File: config.mk
export PLATFORM = sky130hd
export DESIGN_NAME = mem_arbiter_flat
export DESIGN_NICKNAME = d
export VERILOG_FILES = /design/src/rtl/mem_arbiter_pkg.sv /design/src/rtl/mem_arbiter_if.sv /design/src/rtl/mem_arbiter_starve_counter.sv /design/src/rtl/mem_arbiter.sv /design/src/flat_wrapper.sv
export SDC_FILE = /design/constraint.sdc
export NUM_CORES = 1
export LEC_CHECK = 0
export CAP_MARGIN = 10
export CORE_MARGIN = 2
export CORE_UTILIZATION = 30
export CTS_CLUSTER_DIAMETER = 80
export DETAILED_ROUTE_END_ITERATION = 16
export HOLD_SLACK_MARGIN = 0.06
export PLACE_DENSITY = 0.72
export SYNTH_ARGS = -nofsm -noshare
export SYNTH_HDL_FRONTEND = slang
export SYNTH_SLANG_ARGS = --single-unit
File: constraint.sdc
create_clock -name clk -period 2.33 [get_ports clk]
set_input_delay 0.233 -clock clk [delete_from_list [all_inputs] [get_ports clk]]
set_output_delay 0.233 -clock clk [all_outputs]
set_load 0.01 [all_outputs]
File: src/rtl/mem_arbiter_pkg.sv
// Shared types for the memory arbiter: FSM states, response owner, funct3 access sizes.
package mem_arbiter_pkg;

  typedef enum logic [1:0] {
    IDLE = 2'd0,
    WAIT = 2'd1,
    RESP = 2'd2
  } arb_state_e;

  typedef enum logic {
    OWN_FETCH = 1'b0,
    OWN_DATA  = 1'b1
  } owner_e;

  // funct3 access-size encodings
  localparam logic [2:0] F3_B  = 3'b000;
  localparam logic [2:0] F3_H  = 3'b001;
  localparam logic [2:0] F3_W  = 3'b010;
  localparam logic [2:0] F3_BU = 3'b100;
  localparam logic [2:0] F3_HU = 3'b101;

  // Wide enough for LATENCY-1 and STARVE_LIMIT up to 15.
  localparam int CNT_W = 4;

endpackage

File: src/rtl/mem_arbiter_if.sv
// Fetch, data and memory-port signals of the arbiter; slave = arbiter side, master = requesters/memory.
interface mem_arbiter_if #(
  parameter int WIDTH = 32
);
  logic             fe_req;
  logic [WIDTH-1:0] fe_addr;
  logic             fe_flush;
  logic             fe_gnt;
  logic             fe_valid;
  logic [WIDTH-1:0] fe_rdata;

  logic             d_req;
  logic             d_we;
  logic [WIDTH-1:0] d_addr;
  logic [WIDTH-1:0] d_wdata;
  logic [2:0]       d_size;
  logic             d_gnt;
  logic             d_valid;
  logic [WIDTH-1:0] d_rdata;

  logic             m_en;
  logic             m_we;
  logic [WIDTH-1:0] m_addr;
  logic [WIDTH-1:0] m_wdata;
  logic [2:0]       m_size;
  logic [WIDTH-1:0] m_rdata;

  modport slave (
    input  fe_req, fe_addr, fe_flush,
    input  d_req, d_we, d_addr, d_wdata, d_size,
    input  m_rdata,
    output fe_gnt, fe_valid, fe_rdata,
    output d_gnt, d_valid, d_rdata,
    output m_en, m_we, m_addr, m_wdata, m_size
  );

  modport master (
    output fe_req, fe_addr, fe_flush,
    output d_req, d_we, d_addr, d_wdata, d_size,
    output m_rdata,
    input  fe_gnt, fe_valid, fe_rdata,
    input  d_gnt, d_valid, d_rdata,
    input  m_en, m_we, m_addr, m_wdata, m_size
  );
endinterface

File: src/rtl/mem_arbiter_starve_counter.sv
// Counts consecutive data grants taken while fetch is waiting; saturates at LIMIT.
module mem_arbiter_starve_counter
  import mem_arbiter_pkg::*;
#(
  parameter int LIMIT = 4
) (
  input  logic clk,
  input  logic reset,
  input  logic fe_req,
  input  logic d_grant,
  input  logic f_grant,
  output logic at_limit
);

  logic [CNT_W-1:0] streak_q, streak_d;

  always_comb begin
    streak_d = streak_q;
    if (!fe_req || f_grant) begin
      streak_d = '0;
    end else if (d_grant && (streak_q != CNT_W'(LIMIT))) begin
      streak_d = streak_q + 1'b1;
    end
  end

  always_ff @(posedge clk or negedge reset) begin
    if (!reset) begin
      streak_q <= '0;
    end else begin
      streak_q <= streak_d;
    end
  end

  assign at_limit = (streak_q == CNT_W'(LIMIT));

endmodule

File: src/rtl/mem_arbiter.sv
// Two-requester (fetch/data) single-port memory arbiter, one access in flight,
// combinational grant in IDLE and response LATENCY+1 cycles after the grant.
module mem_arbiter
  import mem_arbiter_pkg::*;
#(
  parameter int WIDTH        = 32,
  parameter int LATENCY      = 1,
  parameter int STARVE_LIMIT = 4
) (
  input  logic          clk,
  input  logic          reset,
  mem_arbiter_if.slave  bus
);

  arb_state_e       state_q, state_d;
  owner_e           owner_q, owner_d;
  logic             we_q, we_d;
  logic             flush_q, flush_d;
  logic [CNT_W-1:0] cnt_q, cnt_d;
  logic [WIDTH-1:0] fe_rdata_q, fe_rdata_d;
  logic [WIDTH-1:0] d_rdata_q, d_rdata_d;

  logic can_grant;
  logic d_win;
  logic fe_win;
  logic at_limit;

  // Gating on reset keeps grants (and the memory port) quiet while reset is held.
  always_comb begin
    can_grant = (state_q == IDLE) && reset;
    d_win     = can_grant && bus.d_req && !(bus.fe_req && at_limit);
    fe_win    = can_grant && bus.fe_req && !d_win;
  end

  mem_arbiter_starve_counter #(
    .LIMIT (STARVE_LIMIT)
  ) u_starve (
    .clk      (clk),
    .reset    (reset),
    .fe_req   (bus.fe_req),
    .d_grant  (d_win),
    .f_grant  (fe_win),
    .at_limit (at_limit)
  );

  always_comb begin
    state_d    = state_q;
    owner_d    = owner_q;
    we_d       = we_q;
    flush_d    = flush_q;
    cnt_d      = cnt_q;
    fe_rdata_d = fe_rdata_q;
    d_rdata_d  = d_rdata_q;

    case (state_q)
      IDLE: begin
        if (d_win || fe_win) begin
          state_d = WAIT;
          cnt_d   = CNT_W'(LATENCY - 1);
          owner_d = d_win ? OWN_DATA : OWN_FETCH;
          we_d    = d_win && bus.d_we;
          flush_d = 1'b0;
        end
      end
      WAIT: begin
        if ((owner_q == OWN_FETCH) && bus.fe_flush) begin
          flush_d = 1'b1;
        end
        if (cnt_q == '0) begin
          state_d = RESP;
          if (owner_q == OWN_DATA) begin
            d_rdata_d = we_q ? '0 : bus.m_rdata;
          end else if (!(flush_q || bus.fe_flush)) begin
            fe_rdata_d = bus.m_rdata;
          end
        end else begin
          cnt_d = cnt_q - 1'b1;
        end
      end
      RESP: begin
        if ((owner_q == OWN_FETCH) && bus.fe_flush) begin
          flush_d = 1'b1;
        end
        state_d = IDLE;
      end
      default: state_d = IDLE;
    endcase
  end

  always_ff @(posedge clk or negedge reset) begin
    if (!reset) begin
      state_q    <= IDLE;
      owner_q    <= OWN_FETCH;
      we_q       <= 1'b0;
      flush_q    <= 1'b0;
      cnt_q      <= '0;
      fe_rdata_q <= '0;
      d_rdata_q  <= '0;
    end else begin
      state_q    <= state_d;
      owner_q    <= owner_d;
      we_q       <= we_d;
      flush_q    <= flush_d;
      cnt_q      <= cnt_d;
      fe_rdata_q <= fe_rdata_d;
      d_rdata_q  <= d_rdata_d;
    end
  end

  // Memory port is live only in the grant cycle; fetches are always word reads.
  always_comb begin
    bus.m_en    = d_win || fe_win;
    bus.m_we    = d_win && bus.d_we;
    bus.m_addr  = d_win ? bus.d_addr : (fe_win ? bus.fe_addr : '0);
    bus.m_wdata = d_win ? bus.d_wdata : '0;
    bus.m_size  = d_win ? bus.d_size : (fe_win ? F3_W : 3'b000);
  end

  assign bus.d_gnt    = d_win;
  assign bus.fe_gnt   = fe_win;
  assign bus.d_valid  = (state_q == RESP) && (owner_q == OWN_DATA);
  assign bus.fe_valid = (state_q == RESP) && (owner_q == OWN_FETCH) && !flush_q && !bus.fe_flush;
  assign bus.d_rdata  = d_rdata_q;
  assign bus.fe_rdata = fe_rdata_q;

endmodule

File: src/flat_wrapper.sv
// flat-port wrapper written by rule: the top's interface ports become plain ports
module mem_arbiter_flat import mem_arbiter_pkg::*;
#(
  parameter int WIDTH        = 32,
  parameter int LATENCY      = 1,
  parameter int STARVE_LIMIT = 4
)
  (clk, reset, bus_fe_req, bus_fe_addr, bus_fe_flush, bus_d_req, bus_d_we, bus_d_addr, bus_d_wdata, bus_d_size, bus_m_rdata, bus_fe_gnt, bus_fe_valid, bus_fe_rdata, bus_d_gnt, bus_d_valid, bus_d_rdata, bus_m_en, bus_m_we, bus_m_addr, bus_m_wdata, bus_m_size);
  mem_arbiter_if #(.WIDTH(WIDTH)) bus_i ();
  input  logic clk;
  input  logic reset;
  input wire logic [$bits(bus_i.fe_req)-1:0] bus_fe_req;
  input wire logic [$bits(bus_i.fe_addr)-1:0] bus_fe_addr;
  input wire logic [$bits(bus_i.fe_flush)-1:0] bus_fe_flush;
  input wire logic [$bits(bus_i.d_req)-1:0] bus_d_req;
  input wire logic [$bits(bus_i.d_we)-1:0] bus_d_we;
  input wire logic [$bits(bus_i.d_addr)-1:0] bus_d_addr;
  input wire logic [$bits(bus_i.d_wdata)-1:0] bus_d_wdata;
  input wire logic [$bits(bus_i.d_size)-1:0] bus_d_size;
  input wire logic [$bits(bus_i.m_rdata)-1:0] bus_m_rdata;
  output wire logic [$bits(bus_i.fe_gnt)-1:0] bus_fe_gnt;
  output wire logic [$bits(bus_i.fe_valid)-1:0] bus_fe_valid;
  output wire logic [$bits(bus_i.fe_rdata)-1:0] bus_fe_rdata;
  output wire logic [$bits(bus_i.d_gnt)-1:0] bus_d_gnt;
  output wire logic [$bits(bus_i.d_valid)-1:0] bus_d_valid;
  output wire logic [$bits(bus_i.d_rdata)-1:0] bus_d_rdata;
  output wire logic [$bits(bus_i.m_en)-1:0] bus_m_en;
  output wire logic [$bits(bus_i.m_we)-1:0] bus_m_we;
  output wire logic [$bits(bus_i.m_addr)-1:0] bus_m_addr;
  output wire logic [$bits(bus_i.m_wdata)-1:0] bus_m_wdata;
  output wire logic [$bits(bus_i.m_size)-1:0] bus_m_size;
  assign bus_i.fe_req = bus_fe_req;
  assign bus_i.fe_addr = bus_fe_addr;
  assign bus_i.fe_flush = bus_fe_flush;
  assign bus_i.d_req = bus_d_req;
  assign bus_i.d_we = bus_d_we;
  assign bus_i.d_addr = bus_d_addr;
  assign bus_i.d_wdata = bus_d_wdata;
  assign bus_i.d_size = bus_d_size;
  assign bus_i.m_rdata = bus_m_rdata;
  assign bus_fe_gnt = bus_i.fe_gnt;
  assign bus_fe_valid = bus_i.fe_valid;
  assign bus_fe_rdata = bus_i.fe_rdata;
  assign bus_d_gnt = bus_i.d_gnt;
  assign bus_d_valid = bus_i.d_valid;
  assign bus_d_rdata = bus_i.d_rdata;
  assign bus_m_en = bus_i.m_en;
  assign bus_m_we = bus_i.m_we;
  assign bus_m_addr = bus_i.m_addr;
  assign bus_m_wdata = bus_i.m_wdata;
  assign bus_m_size = bus_i.m_size;
  mem_arbiter #(.WIDTH(WIDTH), .LATENCY(LATENCY), .STARVE_LIMIT(STARVE_LIMIT)) u_core (.clk(clk), .reset(reset), .bus(bus_i));
endmodule
== After elaboration in Yosys (flattened, before gate mapping) ==
Cells that the tools add are included.

* Add/sub/neg operators: 2
* Multipliers: 0
* Divide/modulo/power cells: 0
* Magnitude comparators: 0
* Eq/ne operators: 8
* Shifts and indexed selects: 0
* Multiplexer cells: 18
* Bitwise gates (word level): 2
* Reduce and logical (&&, ||, !) cells: 33

{| class="wikitable"
|+ Operators with widths
! operator !! count
|-
| $mux 32 || 4
|-
| $mux 4 || 4
|-
| $logic_and 1x1->1 || 13
|-
| $reduce_and 3->1 || 3
|-
| $pmux 4 s2 || 1
|-
| $mux 2 || 3
|-
| $reduce_bool 2->1 || 3
|-
| $logic_not 1->1 || 5
|-
| $add 4x1->4 const B || 1
|-
| $eq 4x3->1 const B || 1
|-
| $logic_not 4->1 || 1
|-
| $ne 2x1->1 const B || 2
|-
| $ne 2x2->1 const B || 2
|-
| $ne 4x3->1 const B || 1
|-
| $pmux 2 s2 || 1
|-
| $reduce_and 2->1 || 2
|-
| $reduce_and 4->1 || 1
|-
| $sub 4x1->4 const B || 1
|-
| $logic_or 1x1->1 || 3
|-
| $mux 1 || 3
|-
| $mux 3 || 1
|-
| $eq 2x1->1 const B || 1
|-
| $eq 2x2->1 const B || 1
|-
| $logic_not 2->1 || 1
|-
| 3 further kinds || 4
|}

* Flip-flop bits (word level): 77
* Bits in latches: 0
* Bits in writable memories: 0
* ROM bits: 0
* Bits of input ports: 137
* Output and inout port bits: 137
* Memories kept: 0

== Longest topological paths before layout ==
* Depth in word-level cells: 9
* Depth in mapped cells: 9

== Cells and area by module ==
From an unflattened synthesis, not the netlist that was laid out.

* Cell total of the unflattened synthesis: 333
* Area total of the unflattened synthesis: 4232.8 sq um

{| class="wikitable"
|+ Modules (own cells, without submodules)
! module !! instances !! cells each !! area an instance (sq um)
|-
| mem_arbiter || 1 || 307 || 3996.3
|-
| mem_arbiter_starve_counter || 1 || 26 || 236.5
|}

== Worst setup path before layout ==
Ideal clock, no wire load.

* Kind: reg2out
* Start point: reg u_core.state_q[0]
* End point: out bus_m_wdata[22]
* Data arrival time: 1.637 ns
* Required time: 2.097 ns
* Slack: 0.460 ns
* Cell stages (with the launch flop): 10
* Buffers on the path: 4
* Path through: dfrtp_1 -> inv_1 -> ha_1 -> buf_4 -> and2_1 -> clkbuf_2 -> and3_1 -> buf_6 -> buf_6 -> and2_1

* Cells in the longest elaborated chain, start to end: 5

{| class="wikitable"
|+ Ends and longest elaborated chain
! item !! line !! source
|-
| from (decl) || mem_arbiter.sv:15 || <nowiki>arb_state_e state_q, state_d;</nowiki>
|-
| from (signal assigned) || mem_arbiter.sv:100 || <nowiki>state_q <= state_d;</nowiki>
|-
| $logic_not 2->1 || mem_arbiter.sv:30 || <nowiki>can_grant = (state_q == IDLE) && reset;</nowiki>
|-
| $logic_and 1x1->1 || mem_arbiter.sv:30 ||
|-
| $logic_and 1x1->1 (2 in series) || mem_arbiter.sv:31 || <nowiki>d_win = can_grant && bus.d_req && !(bus.fe_req && at_limit);</nowiki>
|-
| net bus_d_gnt || flat_wrapper.sv:24 || <nowiki>output wire logic [$bits(bus_i.d_gnt)-1:0] bus_d_gnt;</nowiki>
|-
| $mux 32 || mem_arbiter.sv:115 || <nowiki>bus.m_wdata = d_win ? bus.d_wdata : '0;</nowiki>
|-
| to (decl) || flat_wrapper.sv:30 || <nowiki>output wire logic [$bits(bus_i.m_wdata)-1:0] bus_m_wdata;</nowiki>
|}

The timed path passes the listed nets, and every way through them passes these cells.

== Worst setup path after layout ==
* Start point: reg u_core.u_starve.streak_q[0]
* End point: out bus_m_wdata[29]

* Cells in the longest elaborated chain, start to end: 5

{| class="wikitable"
|+ Ends and longest elaborated chain
! item !! line !! source
|-
| from (decl) || mem_arbiter_starve_counter.sv:15 || <nowiki>logic [CNT_W-1:0] streak_q, streak_d;</nowiki>
|-
| from (signal assigned) || mem_arbiter_starve_counter.sv:30 || <nowiki>streak_q <= streak_d;</nowiki>
|-
| $eq 4x3->1 || mem_arbiter_starve_counter.sv:34 || <nowiki>assign at_limit = (streak_q == CNT_W'(LIMIT));</nowiki>
|-
| $logic_and 1x1->1 || mem_arbiter.sv:31 ||
|-
| $logic_not 1->1 || mem_arbiter.sv:31 ||
|-
| $logic_and 1x1->1 || mem_arbiter.sv:31 ||
|-
| $mux 32 || mem_arbiter.sv:115 ||
|}

Every way passes these cells.

==> impl_metrics.env <==
export IMPL_synth_seq_area_share=0.427
export IMPL_drt_iter0_drc=201
export IMPL_cts_setup_buffers=0
export IMPL_h_tree_depth=3
export IMPL_final_cell_mix="clkdlybuf4s50_1, dfrtp_1, nand2_1"
export IMPL_cts_buffers=9
export IMPL_detail_route_antenna_nets=0
export IMPL_setup_violations=0
export IMPL_cts_sinks=77
export IMPL_synth_edf_count=0
export IMPL_ys_seq_elements=77
export IMPL_area_growth_synth_to_final_pct=73.1
export IMPL_die_area_mm2=0.0160
export IMPL_clk_pin_slew_ps=60
export IMPL_yosys_warnings=0
export IMPL_clock_path_buffers=2
export IMPL_crit_start="u_core.u_starve.streak_q[0]"
export IMPL_worst_pin_slew_ps=890
export IMPL_antenna_found_initial=0
export IMPL_synth_async_reset_ratio=1.00
export IMPL_ir_worst_vdd_mv=0.412
export IMPL_fmax_ghz=0.449
export IMPL_yosys_area_top_type="dfrtp_1"
export IMPL_leakagePower_nw=3.71
export IMPL_min_path_type="primary input to asynchronous set/reset pin"
export IMPL_grt_overflow=0
export IMPL_wl_per_cell_um=16.6
export IMPL_pwr_density_cell_mw_per_mm2=1050
export IMPL_ys_types=43
export IMPL_fin_nets=843
export IMPL_syn_inst=417
export IMPL_gp_congestion=0.839
export IMPL_first_pass_iters=4
export IMPL_vias=4211
export IMPL_ys_flop_type="dfrtp_1"
export IMPL_maxCapViolCount=0
export IMPL_netlist_area_mm2=0.00451
export IMPL_layout_commonest_cell="clkdlybuf4s50_1"
export IMPL_grt_usage=0.179
export IMPL_ios=274
export IMPL_drt_drc_violations_left=0
export IMPL_rsz0062_at_grt="false"
export IMPL_die_x_um=127
export IMPL_period_minus_slack_ps=2230
export IMPL_yosysTopAreaCellShare=0.427
export IMPL_initial_utilization=0.309
export IMPL_diodes=0
export IMPL_hpwl_um=11400
export IMPL_die_h_um=127
export IMPL_arrival_ps=2000
export IMPL_worstSetupPathType="flop to output pin"
export IMPL_grt_max_degree=70
export IMPL_grt_first_pass_wirelength_um=23100
export IMPL_cp_max_fo=18
export IMPL_rows=44
export IMPL_first_global_vias=4492
export IMPL_drive_above_1_share=0.181
export IMPL_utilization=0.535
export IMPL_root_buffer="clkbuf_16"
export IMPL_worstSetupStartpointType="flop"
export IMPL_endpoint_kind="output pin"
export IMPL_portBuffers=273
export IMPL_coreArea_mm2=0.0146
export IMPL_total_power_mw=8.18
export IMPL_avgSynthCellArea_um2=10.8
export IMPL_fillers=1250
export IMPL_cts_tree="yes"
export IMPL_finalMaxSlewViolations=0
export IMPL_skew_ps=6.38
export IMPL_viasPerCell=4.75
export IMPL_hold_viol=0
export IMPL_r2r_start="u_core.state_q[0]"
export IMPL_relSlewSlack=0.407
export IMPL_cp_required_ps=2100
export IMPL_yosys_top_cells_area="dfrtp_1, mux2_4, nand2_1"
export IMPL_outcome="finished clean"
export IMPL_drt_wl_total_um=14700
export IMPL_min_period_over_period=0.957
export IMPL_clk_latency_ps=340
export IMPL_synthesis_nets=563
export IMPL_tns_ps=0
==> cells by family after synthesis <==
family | count (synthesis) | synth area share
AO/OA/AOI/OAI | 59 | 0.0866
buffers and inverters | 42 | 0.0555
AND/OR/NAND/NOR | 165 | 0.193
flip-flops | 77 | 0.427
multiplexers | 65 | 0.212
adder cells (fa/ha/maj) | 9 | 0.0250
==> where the power goes <==
group | leakage [nW] | switching [mW] | total, mW | internal, mW
clock network | 0.143 | 0.587 | 1.43 | 0.843
logic | 2.61 | 1.67 | 4.38 | 2.71
registers | 0.956 | 0.392 | 2.37 | 1.98
==> cell type report <==
class                           instances  area (um2)  area share
Clock buffer                            9         225      0.0289
Timing Repair Buffer                  300        2960       0.379
Inverter                               11        41.3     0.00529
Sequential cell                        77        1930       0.247
Clock inverter                          7        80.1      0.0103
Multi-Input combinational cell        298        2340       0.300
Tap cell                              184         230      0.0295
==> path summary, 6_finish.rpt <==
path	endpoint	slack, ps	cells past startpoint
max in group asynchronous	u_core.bus.fe_rdata[0]	750	4
hold reg to reg	u_core.flush_q	500	1
setup reg to reg	u_core.bus.fe_rdata[21]	440	6
hold / removal	u_core.cnt_q[3]	470	3
setup / recovery	bus_m_wdata[29]	100	7
min in group clk	u_core.flush_q	500	1
==> metal layers <==
layer  up-vias  routed length (um)  GRT usage
met5         -                   0          0
met2       189                7480      0.329
met1      2007                5850      0.199
li1       1990                   -          -
met3        25                 925     0.0367
met4         0                 456     0.0802
==> repair_timing <==
action / 4_1_cts / 5_1_grt
gates cloned: 1 / 1
hold buffers: 1 / 0
hold endpoints to repair: 8 / 0
resized for setup: 73 / 24
endpoints found under the setup margin: 70 / 27
==> per-stage QoR <==
| stage | std cells | hold WS (ps) | setup slack, ps | instance area [um2] |
|---|---|---|---|---|
| after floorplan | 417 | -62.6 | 460 | 4510 |
| after global placement | 867 | 207 | 96.2 | 7540 |
| after detailed placement | 867 | 199 | 81.6 | 7540 |
| after CTS | 885 | 453 | 46.7 | 7810 |
| after global routing | 886 | 493 | 2.70 | 7810 |
| final | 886 | 473 | 101 | 7810 |
==> worst max-delay path, cell delays in order (launching register included) <==
cell,delay [ps]
dfrtp_1,410
inv_1,90
ha_1,180
nand4b_1,140
and3_4,230
clkbuf_16,170
and2_1,160
dlygate4sd2_1,280
==> registers in the layout, indices dropped and copies added (netlist names) <==
signal / cells
u_core.bus.d_rdata: 32
u_core.state_q: 2
u_core.flush_q: 1
u_core.cnt_q: 4
u_core.bus.fe_rdata: 32
u_core.owner_q: 1
u_core.we_q: 1
u_core.u_starve.streak_q: 4
==> cell usage after synthesis, types with 5 or more instances <==
cell type and instances:
o22ai_1 32, mux2_2 5, buf_6 10, dfrtp_1 77, buf_2 7, mux2_4 60
and2_1 38, inv_1 11, a21oi_1 8, clkbuf_1 11, nor2b_1 34, nand2_1 73
ha_1 9
Power figures use the tool's default switching activity.
